File: config.mk
export PLATFORM = sky130hd
export DESIGN_NAME = rv32_uart_tx_mmio_flat
export DESIGN_NICKNAME = d
export VERILOG_FILES = /design/src/rtl/rv32_uart_tx_mmio_if.sv /design/src/rtl/rv32_uart_tx_mmio.sv /design/src/flat_wrapper.sv
export SDC_FILE = /design/constraint.sdc
export NUM_CORES = 1
export LEC_CHECK = 0
export BUFFER_PORTS_ARGS = -buffer_cell sky130_fd_sc_hd__buf_4
export CORE_ASPECT_RATIO = 0.5
export CORE_MARGIN = 4
export CORE_UTILIZATION = 52
export CTS_CLUSTER_SIZE = 14
export DETAILED_ROUTE_END_ITERATION = 10
export MAX_ROUTING_LAYER = met4
export PLACE_DENSITY = 0.76
export RECOVER_POWER = 50
export SLEW_MARGIN = 30
export SYNTH_ARGS = -nofsm -noshare
export SYNTH_HDL_FRONTEND = slang
export SYNTH_SLANG_ARGS = --single-unit
File: constraint.sdc
create_clock -name clk -period 3.6 [get_ports clk]
set_clock_uncertainty 0.1 [all_clocks]
set_input_delay 1.08 -clock clk [delete_from_list [all_inputs] [get_ports clk]]
set_output_delay 1.08 -clock clk [all_outputs]
set_load 0.005 [all_outputs]
File: src/rtl/rv32_uart_tx_mmio_if.sv
`timescale 1ns/1ps
`default_nettype none
// +----------------------------------------------------------------------+
// | rv32_uart_tx_mmio_if : RAM-style word bus shared with the data RAM    |
// | Rev 1.0                                                               |
// +----------------------------------------------------------------------+
interface rv32_uart_tx_mmio_if #(
  parameter int ADDR_WIDTH = 16
);
  logic                  bus_wr_en;
  logic [3:0]            bus_wr_strobe;
  logic [ADDR_WIDTH-1:0] bus_addr;
  logic [31:0]           bus_wr_data;
  logic [31:0]           bus_rd_data;
  logic                  bus_rd_valid;

  modport master (
    output bus_wr_en, bus_wr_strobe, bus_addr, bus_wr_data,
    input  bus_rd_data, bus_rd_valid
  );

  modport slave (
    input  bus_wr_en, bus_wr_strobe, bus_addr, bus_wr_data,
    output bus_rd_data, bus_rd_valid
  );
endinterface
`default_nettype wire

File: src/rtl/rv32_uart_tx_mmio.sv
`timescale 1ns/1ps
`default_nettype none
// +----------------------------------------------------------------------+
// | rv32_uart_tx_mmio : memory-mapped 8N1 UART transmitter with TX FIFO  |
// | Optional irq output and STATUS.irq_en when UART_TX_IRQ_EN is defined |
// | Rev 1.0                                                               |
// +----------------------------------------------------------------------+
module rv32_uart_tx_mmio #(
  parameter int                    ADDR_WIDTH  = 16,
  parameter logic [ADDR_WIDTH-1:0] BASE_WADDR  = 16'h4000,
  parameter int                    FIFO_DEPTH  = 8,
  parameter logic [15:0]           DEFAULT_DIV = 16'd868
) (
  input  logic                    clk,
  input  logic                    reset_n,
  rv32_uart_tx_mmio_if.slave      bus,
`ifdef UART_TX_IRQ_EN
  output logic                    irq,
`endif
  output logic                    uart_tx
);

  localparam int PTR_W = $clog2(FIFO_DEPTH);
  localparam int CNT_W = PTR_W + 1;

  typedef enum logic [1:0] {
    S_IDLE  = 2'd0,
    S_START = 2'd1,
    S_DATA  = 2'd2,
    S_STOP  = 2'd3
  } tx_state_e;

  tx_state_e        state_q, state_d;
  logic [15:0]      bit_cnt_q, bit_cnt_d;
  logic [2:0]       bit_idx_q, bit_idx_d;
  logic [7:0]       shift_q, shift_d;
  logic             tx_q, tx_d;

  logic [7:0]       mem_q [FIFO_DEPTH];
  logic [7:0]       mem_d [FIFO_DEPTH];
  logic [PTR_W-1:0] wr_ptr_q, wr_ptr_d;
  logic [PTR_W-1:0] rd_ptr_q, rd_ptr_d;
  logic [CNT_W-1:0] cnt_q, cnt_d;
  logic             ovf_q, ovf_d;
  logic [15:0]      div_q, div_d;
  logic             irq_en_q, irq_en_d;
  logic             irq_q, irq_d;
  logic [31:0]      rd_data_q, rd_data_d;
  logic             rd_valid_q, rd_valid_d;

  logic             hit;
  logic [1:0]       reg_sel;
  logic             push_req, push_ok, pop;
  logic             status_wr, div_wr0, div_wr1;
  logic             fifo_empty, fifo_full, busy;
  logic [15:0]      div_load;
  logic [31:0]      status_word;
  logic             unused_bits;

  assign hit       = (bus.bus_addr[ADDR_WIDTH-1:2] == BASE_WADDR[ADDR_WIDTH-1:2]);
  assign reg_sel   = bus.bus_addr[1:0];
  assign push_req  = bus.bus_wr_en & hit & bus.bus_wr_strobe[0] & (reg_sel == 2'd0);
  assign status_wr = bus.bus_wr_en & hit & bus.bus_wr_strobe[0] & (reg_sel == 2'd1);
  assign div_wr0   = bus.bus_wr_en & hit & bus.bus_wr_strobe[0] & (reg_sel == 2'd2);
  assign div_wr1   = bus.bus_wr_en & hit & bus.bus_wr_strobe[1] & (reg_sel == 2'd2);

  // Flags come from registered state only, so a same-cycle pop never frees a slot for a push.
  assign fifo_empty = (cnt_q == '0);
  assign fifo_full  = (cnt_q == CNT_W'(FIFO_DEPTH));
  assign push_ok    = push_req & ~fifo_full;
  assign busy       = (state_q != S_IDLE);
  assign div_load   = (div_q == 16'd0) ? 16'd0 : (div_q - 16'd1);

  assign unused_bits = ^{bus.bus_wr_data[31:16], bus.bus_wr_strobe[3:2]};

  always_comb begin
    wr_ptr_d = wr_ptr_q;
    rd_ptr_d = rd_ptr_q;
    cnt_d    = cnt_q;
    mem_d    = mem_q;
    if (push_ok) begin
      mem_d[wr_ptr_q] = bus.bus_wr_data[7:0];
      wr_ptr_d        = wr_ptr_q + PTR_W'(1);
    end
    if (pop) begin
      rd_ptr_d = rd_ptr_q + PTR_W'(1);
    end
    case ({push_ok, pop})
      2'b10:   cnt_d = cnt_q + CNT_W'(1);
      2'b01:   cnt_d = cnt_q - CNT_W'(1);
      default: cnt_d = cnt_q;
    endcase
  end

  always_comb begin
    ovf_d    = ovf_q;
    div_d    = div_q;
    irq_en_d = irq_en_q;
    if (status_wr && bus.bus_wr_data[3]) begin
      ovf_d = 1'b0;
    end
    if (push_req && fifo_full) begin
      ovf_d = 1'b1;
    end
    if (div_wr0) begin
      div_d[7:0] = bus.bus_wr_data[7:0];
    end
    if (div_wr1) begin
      div_d[15:8] = bus.bus_wr_data[15:8];
    end
`ifdef UART_TX_IRQ_EN
    if (status_wr) begin
      irq_en_d = bus.bus_wr_data[4];
    end
`endif
    irq_d = irq_en_q & fifo_empty & ~busy;
  end

  always_comb begin
    status_word       = '0;
    status_word[14:8] = 7'(cnt_q);
    status_word[4]    = irq_en_q;
    status_word[3]    = ovf_q;
    status_word[2]    = fifo_empty;
    status_word[1]    = fifo_full;
    status_word[0]    = busy;
  end

  // Read data reflects pre-write register values of this cycle.
  always_comb begin
    rd_valid_d = hit;
    rd_data_d  = '0;
    if (hit) begin
      case (reg_sel)
        2'd1:    rd_data_d = status_word;
        2'd2:    rd_data_d = {16'h0000, div_q};
        default: rd_data_d = '0;
      endcase
    end
  end

  always_comb begin
    state_d   = state_q;
    bit_cnt_d = bit_cnt_q;
    bit_idx_d = bit_idx_q;
    shift_d   = shift_q;
    pop       = 1'b0;
    case (state_q)
      S_IDLE: begin
        if (!fifo_empty) begin
          pop       = 1'b1;
          shift_d   = mem_q[rd_ptr_q];
          bit_cnt_d = div_load;
          state_d   = S_START;
        end
      end
      S_START: begin
        if (bit_cnt_q == 16'd0) begin
          bit_cnt_d = div_load;
          bit_idx_d = 3'd0;
          state_d   = S_DATA;
        end else begin
          bit_cnt_d = bit_cnt_q - 16'd1;
        end
      end
      S_DATA: begin
        if (bit_cnt_q == 16'd0) begin
          bit_cnt_d = div_load;
          shift_d   = {1'b0, shift_q[7:1]};
          if (bit_idx_q == 3'd7) begin
            state_d = S_STOP;
          end else begin
            bit_idx_d = bit_idx_q + 3'd1;
          end
        end else begin
          bit_cnt_d = bit_cnt_q - 16'd1;
        end
      end
      S_STOP: begin
        if (bit_cnt_q == 16'd0) begin
          if (!fifo_empty) begin
            pop       = 1'b1;
            shift_d   = mem_q[rd_ptr_q];
            bit_cnt_d = div_load;
            state_d   = S_START;
          end else begin
            state_d = S_IDLE;
          end
        end else begin
          bit_cnt_d = bit_cnt_q - 16'd1;
        end
      end
      default: state_d = S_IDLE;
    endcase

    // Line level is registered from the next state to keep uart_tx glitch-free.
    case (state_d)
      S_START: tx_d = 1'b0;
      S_DATA:  tx_d = shift_d[0];
      default: tx_d = 1'b1;
    endcase
  end

  always_ff @(posedge clk) begin
    mem_q <= mem_d;
  end

  always_ff @(posedge clk) begin
    if (!reset_n) begin
      state_q    <= S_IDLE;
      bit_cnt_q  <= '0;
      bit_idx_q  <= '0;
      shift_q    <= '0;
      tx_q       <= 1'b1;
      wr_ptr_q   <= '0;
      rd_ptr_q   <= '0;
      cnt_q      <= '0;
      ovf_q      <= 1'b0;
      div_q      <= DEFAULT_DIV;
      irq_en_q   <= 1'b0;
      irq_q      <= 1'b0;
      rd_data_q  <= '0;
      rd_valid_q <= 1'b0;
    end else begin
      state_q    <= state_d;
      bit_cnt_q  <= bit_cnt_d;
      bit_idx_q  <= bit_idx_d;
      shift_q    <= shift_d;
      tx_q       <= tx_d;
      wr_ptr_q   <= wr_ptr_d;
      rd_ptr_q   <= rd_ptr_d;
      cnt_q      <= cnt_d;
      ovf_q      <= ovf_d;
      div_q      <= div_d;
      irq_en_q   <= irq_en_d;
      irq_q      <= irq_d;
      rd_data_q  <= rd_data_d;
      rd_valid_q <= rd_valid_d;
    end
  end

  assign bus.bus_rd_data  = rd_data_q;
  assign bus.bus_rd_valid = rd_valid_q;
  assign uart_tx          = tx_q;

`ifdef UART_TX_IRQ_EN
  assign irq = irq_q;
`else
  logic unused_irq;
  assign unused_irq = irq_q;
`endif

endmodule
`default_nettype wire
File: src/flat_wrapper.sv
// flat-port wrapper written by rule: the top's interface ports become plain ports
module rv32_uart_tx_mmio_flat 
#(
  parameter int                    ADDR_WIDTH  = 16,
  parameter logic [ADDR_WIDTH-1:0] BASE_WADDR  = 16'h4000,
  parameter int                    FIFO_DEPTH  = 8,
  parameter logic [15:0]           DEFAULT_DIV = 16'd868
)
  (clk, reset_n, uart_tx, bus_bus_wr_en, bus_bus_wr_strobe, bus_bus_addr, bus_bus_wr_data, bus_bus_rd_data, bus_bus_rd_valid);
  rv32_uart_tx_mmio_if #(.ADDR_WIDTH(ADDR_WIDTH)) bus_i ();
  input  logic clk;
  input  logic reset_n;
  output logic uart_tx;
  input wire logic [$bits(bus_i.bus_wr_en)-1:0] bus_bus_wr_en;
  input wire logic [$bits(bus_i.bus_wr_strobe)-1:0] bus_bus_wr_strobe;
  input wire logic [$bits(bus_i.bus_addr)-1:0] bus_bus_addr;
  input wire logic [$bits(bus_i.bus_wr_data)-1:0] bus_bus_wr_data;
  output wire logic [$bits(bus_i.bus_rd_data)-1:0] bus_bus_rd_data;
  output wire logic [$bits(bus_i.bus_rd_valid)-1:0] bus_bus_rd_valid;
  assign bus_i.bus_wr_en = bus_bus_wr_en;
  assign bus_i.bus_wr_strobe = bus_bus_wr_strobe;
  assign bus_i.bus_addr = bus_bus_addr;
  assign bus_i.bus_wr_data = bus_bus_wr_data;
  assign bus_bus_rd_data = bus_i.bus_rd_data;
  assign bus_bus_rd_valid = bus_i.bus_rd_valid;
  rv32_uart_tx_mmio #(.ADDR_WIDTH(ADDR_WIDTH), .BASE_WADDR(BASE_WADDR), .FIFO_DEPTH(FIFO_DEPTH), .DEFAULT_DIV(DEFAULT_DIV)) u_core (.clk(clk), .reset_n(reset_n), .bus(bus_i), .uart_tx(uart_tx));
endmodule
# [Word level (Yosys, flattened, before mapping)]
# Cells that the tools add are included.
[classes] add_sub_neg=7 mul=0 n_div=0 magnitude_cmp=3 eq_ne=16 shift=0 mux=34 bitwise=11 n_reduce_logical=17
[op_table] op="$bwmux 64" n=1
[op_table] op="$mux 16" n=4
[op_table] op="$mux 8" n=6
[op_table] op="$pmux 16 s3" n=1
[op_table] op="$logic_not 16->1" n=2
[op_table] op="$pmux 16 s2" n=1
[op_table] op="$sub 16x1->16 const B" n=2
[op_table] op="$bmux 8 s3" n=1
[op_table] op="$demux 8 s3" n=1
[op_table] op="$pmux 8 s3" n=1
[op_table] op="$eq 14x13->1 const B" n=1
[op_table] op="$eq 2x2->1 const B" n=5
[op_table] op="$mux 2" n=5
[op_table] op="$add 3x1->3 const B" n=3
[op_table] op="$mux 3" n=3
[op_table] op="$and 1x1->1" n=8
[op_table] op="$eq 2x1->1 const B" n=4
[op_table] op="$ge 4x4->1 const B" n=2
[op_table] op="$not 3->4" n=2
[op_table] op="$pmux 2 s4" n=1
[op_table] op="$pmux 4 s2" n=1
[op_table] op="$reduce_bool 2->1" n=4
[op_table] op="$ne 2x1->1 const B" n=3
[op_table] op="$pmux 3 s2" n=1
[op_table] op="17 further kinds" n=25
[word_totals] register_bits=154 latch_bits=0 mem_bits_rw=0 mem_bits_ro=0 output_inout_bits=34 elab_cells=110 mem_count=0

# [Depth between registers and ports, before layout]
# Gate-level depths: netlist (run 1).
[logic_depth] word_depth=8 ltp_mapped=12 ltp_nobuf=12

# [Worst setup path before layout (run 1)]
# Ideal clock, no wire load.
[synth_timing] kind="in2reg" startpoint="in bus_bus_addr[6]" endpoint="reg u_core.mem_q[24] (netlist bit), enable pin" t_arrival_ns=3.032 t_required_ns=3.115 path_slack_ns=0.083 stages=6 n_path_buf=0 cell_sequence="nor4b_1 > and4_1 > and3_1 > nand3_1 > or2_2 > nor3b_1"
[synth_between] elab_chain_len=5
[synth_lines] element="from (decl)" line="flat_wrapper.sv:16" text="input wire logic [$bits(bus_i.bus_addr)-1:0] bus_bus_addr;"
[synth_lines] element="$eq 14x13->1" line="rv32_uart_tx_mmio.sv:60" text="assign hit = (bus.bus_addr[ADDR_WIDTH-1:2] == BASE_WADDR[ADDR_WIDTH-1:2]);"
[synth_lines] element="$and 1x1->1 (3 in series)" line="rv32_uart_tx_mmio.sv:62" text="assign push_req = bus.bus_wr_en & hit & bus.bus_wr_strobe[0] & (reg_sel == 2'd0);"
[synth_lines] element="$and 1x1->1" line="rv32_uart_tx_mmio.sv:70" text="assign push_ok = push_req & ~fifo_full;"
[synth_lines] element="to (signal assigned)" line="rv32_uart_tx_mmio.sv:205" text="mem_q <= mem_d;"
[synth_lines] element="to (decl)" line="rv32_uart_tx_mmio.sv:39" text="logic [7:0] mem_q [FIFO_DEPTH];"
# Every way passes these cells.
# A chain may end at the register's enable or synchronous reset.

# [Worst setup path after layout (run 1)]
[layout_timing] startpoint="reg u_core.state_q[1]" endpoint="reg u_core.cnt_q[2]"
[layout_between] elab_chain_len=4 word_cells_on_any_way=7
[layout_lines] element="from (decl)" line="rv32_uart_tx_mmio.sv:33" text="tx_state_e state_q, state_d;"
[layout_lines] element="from (signal assigned)" line="rv32_uart_tx_mmio.sv:225" text="state_q <= state_d;"
[layout_lines] element="$eq 2x2->1 / $logic_not 2->1 (equally long branches)" line="rv32_uart_tx_mmio.sv:148" text="case (state_q)"
[layout_lines] element="$pmux 1 s2 (*)" line="rv32_uart_tx_mmio.sv:148"
[layout_lines] element="named net u_core.pop" line="rv32_uart_tx_mmio.sv:53" text="logic push_req, push_ok, pop;"
[layout_lines] element="$eq 2x1->1 / $eq 2x2->1 (equally long branches)" line="rv32_uart_tx_mmio.sv:88" text="case ({push_ok, pop})"
[layout_lines] element="$pmux 4 s2 / $reduce_bool 2->1 (equally long branches)"
[layout_lines] element="to (signal assigned)" line="rv32_uart_tx_mmio.sv:232" text="cnt_q <= cnt_d;"
[layout_lines] element="to (decl)" line="rv32_uart_tx_mmio.sv:43" text="logic [CNT_W-1:0] cnt_q, cnt_d;"
# The timed path passes the listed nets; every way through them passes the cells marked *.

==> metrics.md, run 1 <==
| Metric | Value |
|---|---|
| EDFF count, synth | 64 |
| Post-Syn Instances | 637 |
| F_max | 307 MHz |
| Origin of the critical flop-to-flop path | u_core.state_q[1]$_SDFF_PN0_ |
| Sequential cell area | 3400 sq um |
| Layout cell share with drive strength beyond 1 | 0.176 |
| Status | completed |
| Seq/Total Area, Yosys | 0.504 |
| R2r endpoint | u_core.cnt_q[2]$_SDFFE_PN0P_ |
| Vias in the first global route | 4916 |
| Warnings, synthesis | 0 |
| Combinational family with the most area after synthesis | simple AND/OR/NAND/NOR gates |
| First-pass GRT wire length | 25700 microns |
| Flop-to-flop setup slack | 0.34 ns |
| Crit Path Max Fanout | 7 |
| Area delta synth->final | 16.9% |
| Async set or reset register ratio after synthesis | 0 |
| Max-cap viol count | 0 |
| Compound-Gate Fraction of Synth Area | 0.116 |
| Worst Hold Class | reg -> reg |
| Worst r2r path cells | 11 |
| CTS resizes | 0 |
| Die W | 169 microns |
| Worst Path Required | 3.86 ns |
| Final setup TNS | 0 ns |
| Synth cell types | 60 |
| Syn Std Cell Area | 6760 sq um |
| Yosys reg bits | 138 |
| Initial antenna violation count | 0 |
| IO Port Bufs | 54 |
| Startpoint Class | register |
| Antenna-violating nets left | 0 |
| Static Leak | 2.90 nW |
| Slew Limit Fails | 0 |
| Die Y | 88.6 microns |
| DRT Wirelength | 16000 microns |
| Dominant synthesized flop cell | dfxtp_1 |
| DRC Markers | 0 |
| Largest cells by area after synthesis | edfxtp_1 28%, dfxtp_1 22%, mux4_2 5.3%, nor2_1 4.2%, mux2i_1 3.9% |
| RSZ-0062 raised after global routing | false |
| Pwr Total | 3.64 mW |
| Setup bufs post-CTS | 0 |
| CP Capture Type | register |
| Die footprint | 15000 sq um |
| Slew HR | 0.428 |
| Starting Density | 0.532 |
| Core Box Area | 12700 sq um |
| Hold_ws | 0.363 ns |
| Power Dens Cells | 460 nW/um^2 |
| Fin. Hold Viols | 0 |
| Syn Area/Cell | 10.6 sq um |
| Tcrit/Tclk final | 0.904 |
| Post-synth top area share | 0.284 |
| Largest net degree at the start of global routing | 30 |
| N_diodes | 0 |
| Clk sinks | 138 |
| Clock root buffer | clkbuf_16 |
| CTS Buf Count | 17 |
| Hold path endpoint | u_core.ovf_q$_SDFFE_PN0P_ |
| Clock Latency Late Sink | 0.42 ns |
| Crit path time final | 3.26 ns |
| Starting DRC count in detailed routing | 540 |
| Max VDD drop | 0.284 mV |
| H-tree levels | 4 |
| Gr usage total | 0.226 |
| Hold_buf cts | 0 |
| # IOs | 89 |
| Area leader, netlist | edfxtp_1 |
| Synth Area in XOR/XNOR | 0.0337 |
| Mux contribution to synthesized area | 0.0935 |
| Post-layout nets | 767 |
| Synth Area in Adders | 0.0352 |
| Post-Synth Simple-Gate Area | 0.168 |
| Hold path start | u_core.ovf_q$_SDFFE_PN0P_ |
| FILL cells | 981 |
| Dpl hpwl | 10800 microns |
| Clock buffer depth | 2 |
| CTS tree | done |
| Routed len/inst | 18.2 microns |
| Clock transition at path regs | 0.07 ns |
| Area of the multi-input gates | 3080 sq um |
| Worst Max-Slew Pin Slew | 0.856 ns |
| WP data arrival | 3.51 ns |
| Worst hold stages | 2 |
| Std-Cell Rows | 29 |
| Setup Crit Path Kind | reg -> reg |
| Vias/cell | 5.92 |
| Overflow after GRT | 0 |
| Via Count | 5183 |
| 1st-pass router iterations | 6 |
| Final setup viols | 0 |
| Gpl congestion | 0.912 |
[how the worst max path moves through the flow]
stage / start / end / cells after the start
floorplan: bus_bus_addr[6] / u_core.mem_q[24]$_DFFE_PP_ / 6
global placement: bus_bus_addr[6] / u_core.cnt_q[2]$_SDFFE_PN0P_ / 12
detailed placement: bus_bus_addr[6] / u_core.cnt_q[2]$_SDFFE_PN0P_ / 12
CTS: u_core.state_q[1]$_SDFF_PN0_ / u_core.cnt_q[2]$_SDFFE_PN0P_ / 11
global route: u_core.state_q[1]$_SDFF_PN0_ / u_core.cnt_q[2]$_SDFFE_PN0P_ / 11
finish: u_core.state_q[1]$_SDFF_PN0_ / u_core.cnt_q[2]$_SDFFE_PN0P_ / 11
[cell families (layout without fill, tap and decap cells)]
logic type / count (synthesis) / in the layout
adders and majority gates: 19 / 19
DFF: 138 / 138
other: 1 / 16
muxes: 43 / 43
and+or+nand+nor: 220 / 220
AOI/OAI and AO/OA: 121 / 121
xor gates and xnor gates: 26 / 26
buffers and inverters: 69 / 123
[layout by cell type (no fill, tap or decap), types with 14 or more instances in the layout]
master | Yosys | routed
clkbuf_4 | 0 | 16
conb_1 | 1 | 16
dfxtp_1 | 74 | 74
o21ai_0 | 16 | 16
mux2i_1 | 26 | 26
nor3_1 | 19 | 19
edfxtp_1 | 64 | 64
buf_4 | 17 | 47
ha_1 | 19 | 19
mux4_2 | 16 | 16
nor2_1 | 75 | 75
nand3_1 | 21 | 21
nand2_1 | 33 | 33
clkbuf_1 | 25 | 14
a21oi_1 | 42 | 42
clkbuf_16 | 0 | 17
inv_1 | 14 | 14
[through the flow]
step | cell area, sq um | utilization | setup WS [ns] | std cells
6_report | 7900 | 0.622 | 0.344 | 876
5_1_grt | 7900 | 0.622 | 0.0862 | 876
4_1_cts | 7960 | 0.626 | 0.345 | 876
3_5_place_dp | 7330 | 0.577 | 0.155 | 844
3_3_place_gp | 7330 | 0.577 | 0.222 | 844
2_1_floorplan | 6820 | - | 0.0829 | 652
[Yosys cell counts (3+ instances only)]
cell	n
a211oi_1	8
a21oi_1	42
a22oi_1	10
a32oi_1	7
and2_1	6
and3_1	11
and4_1	3
buf_1	4
buf_2	8
buf_4	17
clkbuf_1	25
dfxtp_1	74
edfxtp_1	64
ha_1	19
inv_1	14
mux2i_1	26
mux4_2	16
nand2_1	33
nand2b_1	3
nand3_1	21
nand4_1	8
nor2_1	75
nor3_1	19
nor3b_1	7
nor4_1	11
o21ai_0	16
o21ai_1	7
o22ai_1	9
o32ai_1	3
or3_1	4
or4_1	6
xnor2_1	13
xor2_1	13
[cell type report]
class | count | share of cell area
multi-input combinational | 445 | 0.390
inverter | 14 | 0.00665
timing repair buffer | 77 | 0.0665
tap | 170 | 0.0269
sequential | 138 | 0.431
clock inverter | 15 | 0.0252
clock buffer | 17 | 0.0538
[power breakdown]
part	total (mW)	switching, mW	internal [mW]
registers	1.65	0.00493	1.64
logic	0.173	0.108	0.0643
clock network	1.82	0.808	1.01
total	3.64	0.922	2.71
[registers in the layout (all words and copies together) (netlist names)]
signal and cells:
u_core.bit_cnt_q 16, u_core.bit_idx_q 3, u_core.bus.bus_rd_valid 1, u_core.ovf_q 1
u_core.shift_q 8, u_core.div_q 16, u_core.cnt_q 4, u_core.state_q 2
u_core.wr_ptr_q 3, u_core.bus.bus_rd_data 16, u_core.uart_tx 1, u_core.mem_q 64
u_core.rd_ptr_q 3
[routing by layer]
metal | global-route usage | share of wire | vias up
met5 | - | 0 | -
met2 | 0.368 | 0.48 | 185
met4 | 0.0621 | 0.010 | 0
met1 | 0.292 | 0.44 | 2529
li1 | - | - | 2455
met3 | 0.0491 | 0.062 | 14
[critical path, cell delays in order (launching register included)]
cell and delay, ns:
dfxtp_1 0.48, ha_1 0.25, nor4b_1 0.26, a41oi_1 0.31
nor3_1 0.47, ha_1 0.33, xor2_1 0.18, ha_1 0.16
a21oi_1 0.05, xor2_1 0.16, or3_1 0.30, a21oi_1 0.13
(Power assumes the default switching activity.)
==> inputs of run 2 (changes only) <==
--- a/config.mk
+++ b/config.mk
@@ -11,6 +11,7 @@
 export CORE_UTILIZATION = 52
 export CTS_CLUSTER_SIZE = 14
 export DETAILED_ROUTE_END_ITERATION = 10
+export GPL_TIMING_DRIVEN = 0
 export MAX_ROUTING_LAYER = met4
 export PLACE_DENSITY = 0.76
 export RECOVER_POWER = 50
==> metrics.md, run 2 (synthesis results as in run 1) <==
| Metric | Value |
|---|---|
| Core Box Area | 12700 sq um |
| Net switching power figure | 0.870 mW |
| Slew HR | 0.413 |
| Gr usage total | 0.241 |
| Area delta synth->final | 18.8% |
| Clock Power Share | 0.485 |
| Die Y | 88.6 microns |
| Max-cap viol count | 0 |
| Post-layout nets | 801 |
| 1st-pass router iterations | 5 |
| Switch share | 0.244 |
| CP delay by family, top | simple AND/OR/NAND/NOR gates |
| Tcrit/Tclk final | 0.953 |
| Origin of the critical flop-to-flop path | u_core.state_q[1]$_SDFF_PN0_ |
| Static Leak | 2.96 nW |
| WP data arrival | 3.37 ns |
| Biggest register | u_core.mem_q |
| Clock buffer depth | 2 |
| Die W | 169 microns |
| CP max stage delay | 0.67 ns |
| Layout cell share with drive strength beyond 1 | 0.186 |
| Pwr Total | 3.56 mW |
| Final setup viols | 0 |
| Worst path cell trace | clkbuf_4 > nor4b_1 > and4_2 > and3_1 > nand3_1 > or2_2 > nor3_2 |
| Slowest cell on the critical path | nor3_2 |
| WP buf/inv | 1 |
| F_max | 292 MHz |
| Startpoint Class | primary input |
| Slew Limit Fails | 0 |
| # IOs | 89 |
| Gpl congestion | 0.970 |
| Max reg flops | 64 |
| Routed len/inst | 18.8 microns |
| Vias in the first global route | 5085 |
| Initial antenna violation count | 0 |
| Fin. Hold Viols | 0 |
| Sequential cell area | 3400 sq um |
| First-pass GRT wire length | 27200 microns |
| Overflow after GRT | 0 |
| Clk sinks | 138 |
| Crit Path Max Fanout | 8 |
| Worst slack at placement | -0.410 ns |
| Final setup margin | 0.170 ns |
| Via Count | 5378 |
| CTS tree | done |
| Starting Density | 0.532 |
| Setup Crit Path Kind | in -> reg |
| N_diodes | 0 |
| Hold path start | u_core.ovf_q$_SDFFE_PN0P_ |
| Antenna-violating nets left | 0 |
| DP Area | 7480 sq um |
| Flop-to-flop setup slack | 0.17 ns |
| DRT Wirelength | 17100 microns |
| H-tree levels | 4 |
| FILL cells | 1022 |
| Comb power frac | 0.054 |
| Starting DRC count in detailed routing | 472 |
| P_int | 2.69 mW |
| Most frequent cells in the layout | 74 x nor2_1, 74 x dfxtp_1, 64 x edfxtp_1 |
| R2r endpoint | u_core.cnt_q[2]$_SDFFE_PN0P_ |
| Std-Cell Rows | 29 |
| Status | completed |
| Area of the multi-input gates | 3130 sq um |
| Worst Hold Class | reg -> reg |
| CTS Buf Count | 17 |
| Crit path time final | 3.43 ns |
| DRC Markers | 0 |
| Die footprint | 15000 sq um |
| Worst r2r path cells | 11 |
| Seq pwr share | 0.462 |
| Worst hold stages | 2 |
| Clock root buffer | clkbuf_16 |
| Largest net degree at the start of global routing | 17 |
| Dpl hpwl | 11700 microns |
| Hold_ws | 0.354 ns |
| Util after Layout | 0.632 |
| Worst Max-Slew Pin Slew | 0.872 ns |
| Power Dens Cells | 444 nW/um^2 |
| Post-route cell area | 8030 sq um |
| Max VDD drop | 0.295 mV |
| Clock Latency Late Sink | 0.42 ns |
| IO Port Bufs | 54 |
| Hold path endpoint | u_core.ovf_q$_SDFFE_PN0P_ |
| Worst Path Required | 3.54 ns |
| Hold_buf cts | 0 |
| Clock transition at path regs | 0.06 ns |
| Vias/cell | 5.91 |
| CP Capture Type | register |
==> run 2: cell count changes in the layout (fill, tap and decap cells not counted), sizes merged <==
cell    previous run  this run
clkbuf            47        73
clkinv             4         3
inv               23        24
buf               47        55
==> run 2: area by class of cell <==
type	instances	area share
Clock buffer	17	0.0530
Timing Repair Buffer	57	0.0477
Multi-Input combinational cell	445	0.390
Sequential cell	138	0.424
Buffer	54	0.0338
Clock inverter	15	0.0189
Inverter	14	0.00655
Tap cell	170	0.0265
==> run 2: worst max-delay path by stage <==
| stage | cells past startpoint | endpoint | start | slack (ns) |
|---|---|---|---|---|
| 6_report | 7 | u_core.mem_q[59]$_DFFE_PP_ | bus_bus_addr[6] | 0.17 |
| 5_1_grt | 11 | u_core.cnt_q[2]$_SDFFE_PN0P_ | u_core.state_q[1]$_SDFF_PN0_ | -0.03 |
| 4_1_cts | 12 | u_core.cnt_q[2]$_SDFFE_PN0P_ | u_core.state_q[1]$_SDFF_PN0_ | 0.06 |
| 3_5_place_dp | 12 | u_core.cnt_q[2]$_SDFFE_PN0P_ | u_core.state_q[1]$_SDFF_PN0_ | -0.41 |
| 3_3_place_gp | 7 | u_core.mem_q[24]$_DFFE_PP_ | bus_bus_addr[6] | -0.77 |
| 2_1_floorplan | 6 | u_core.mem_q[24]$_DFFE_PP_ | bus_bus_addr[6] | 0.08 |
==> run 2: worst register-to-register path: stages, from the launching register on <==
cell and delay, ns:
dfxtp_1 0.46, ha_1 0.39, nor4b_1 0.40, a41oi_2 0.30
nor3_4 0.37, ha_2 0.29, xor2_1 0.19, ha_1 0.17
a21oi_1 0.05, xor2_1 0.17, or3_1 0.32, a21oi_1 0.14
==> run 2: through the flow <==
step	setup TNS [ns]	instances
after global routing	-0.0337	910
final	0	910
after CTS	0	911
after detailed placement	-7.26	878
after floorplan	0	652
after global placement	-28.25	876
==> run 2: repair_timing <==
action,CTS,global route
endpoints found under the setup margin,3,17
cloned,0,0
setup buffers,1,0
gates resized for setup,2,5
pin swaps,1,0
==> run 2: power groups by stage <==
stage	Combinational, mW	Sequential (mW)	Clock [mW]
final	0.191	1.65	1.73
after global routing	0.209	1.64	1.82
after CTS	0.193	1.65	1.74
after detailed placement	0.191	1.68	0
after global placement	0.187	1.68	0
after floorplan	0.114	1.68	0
==> run 2: layer usage <==
metal | vias up | global-route usage | part of all wire
li1 | 2514 | - | -
met1 | 2575 | 0.316 | 0.44
met2 | 257 | 0.390 | 0.47
met3 | 32 | 0.0370 | 0.074
met4 | 0 | 0.0825 | 0.022
met5 | - | - | 0
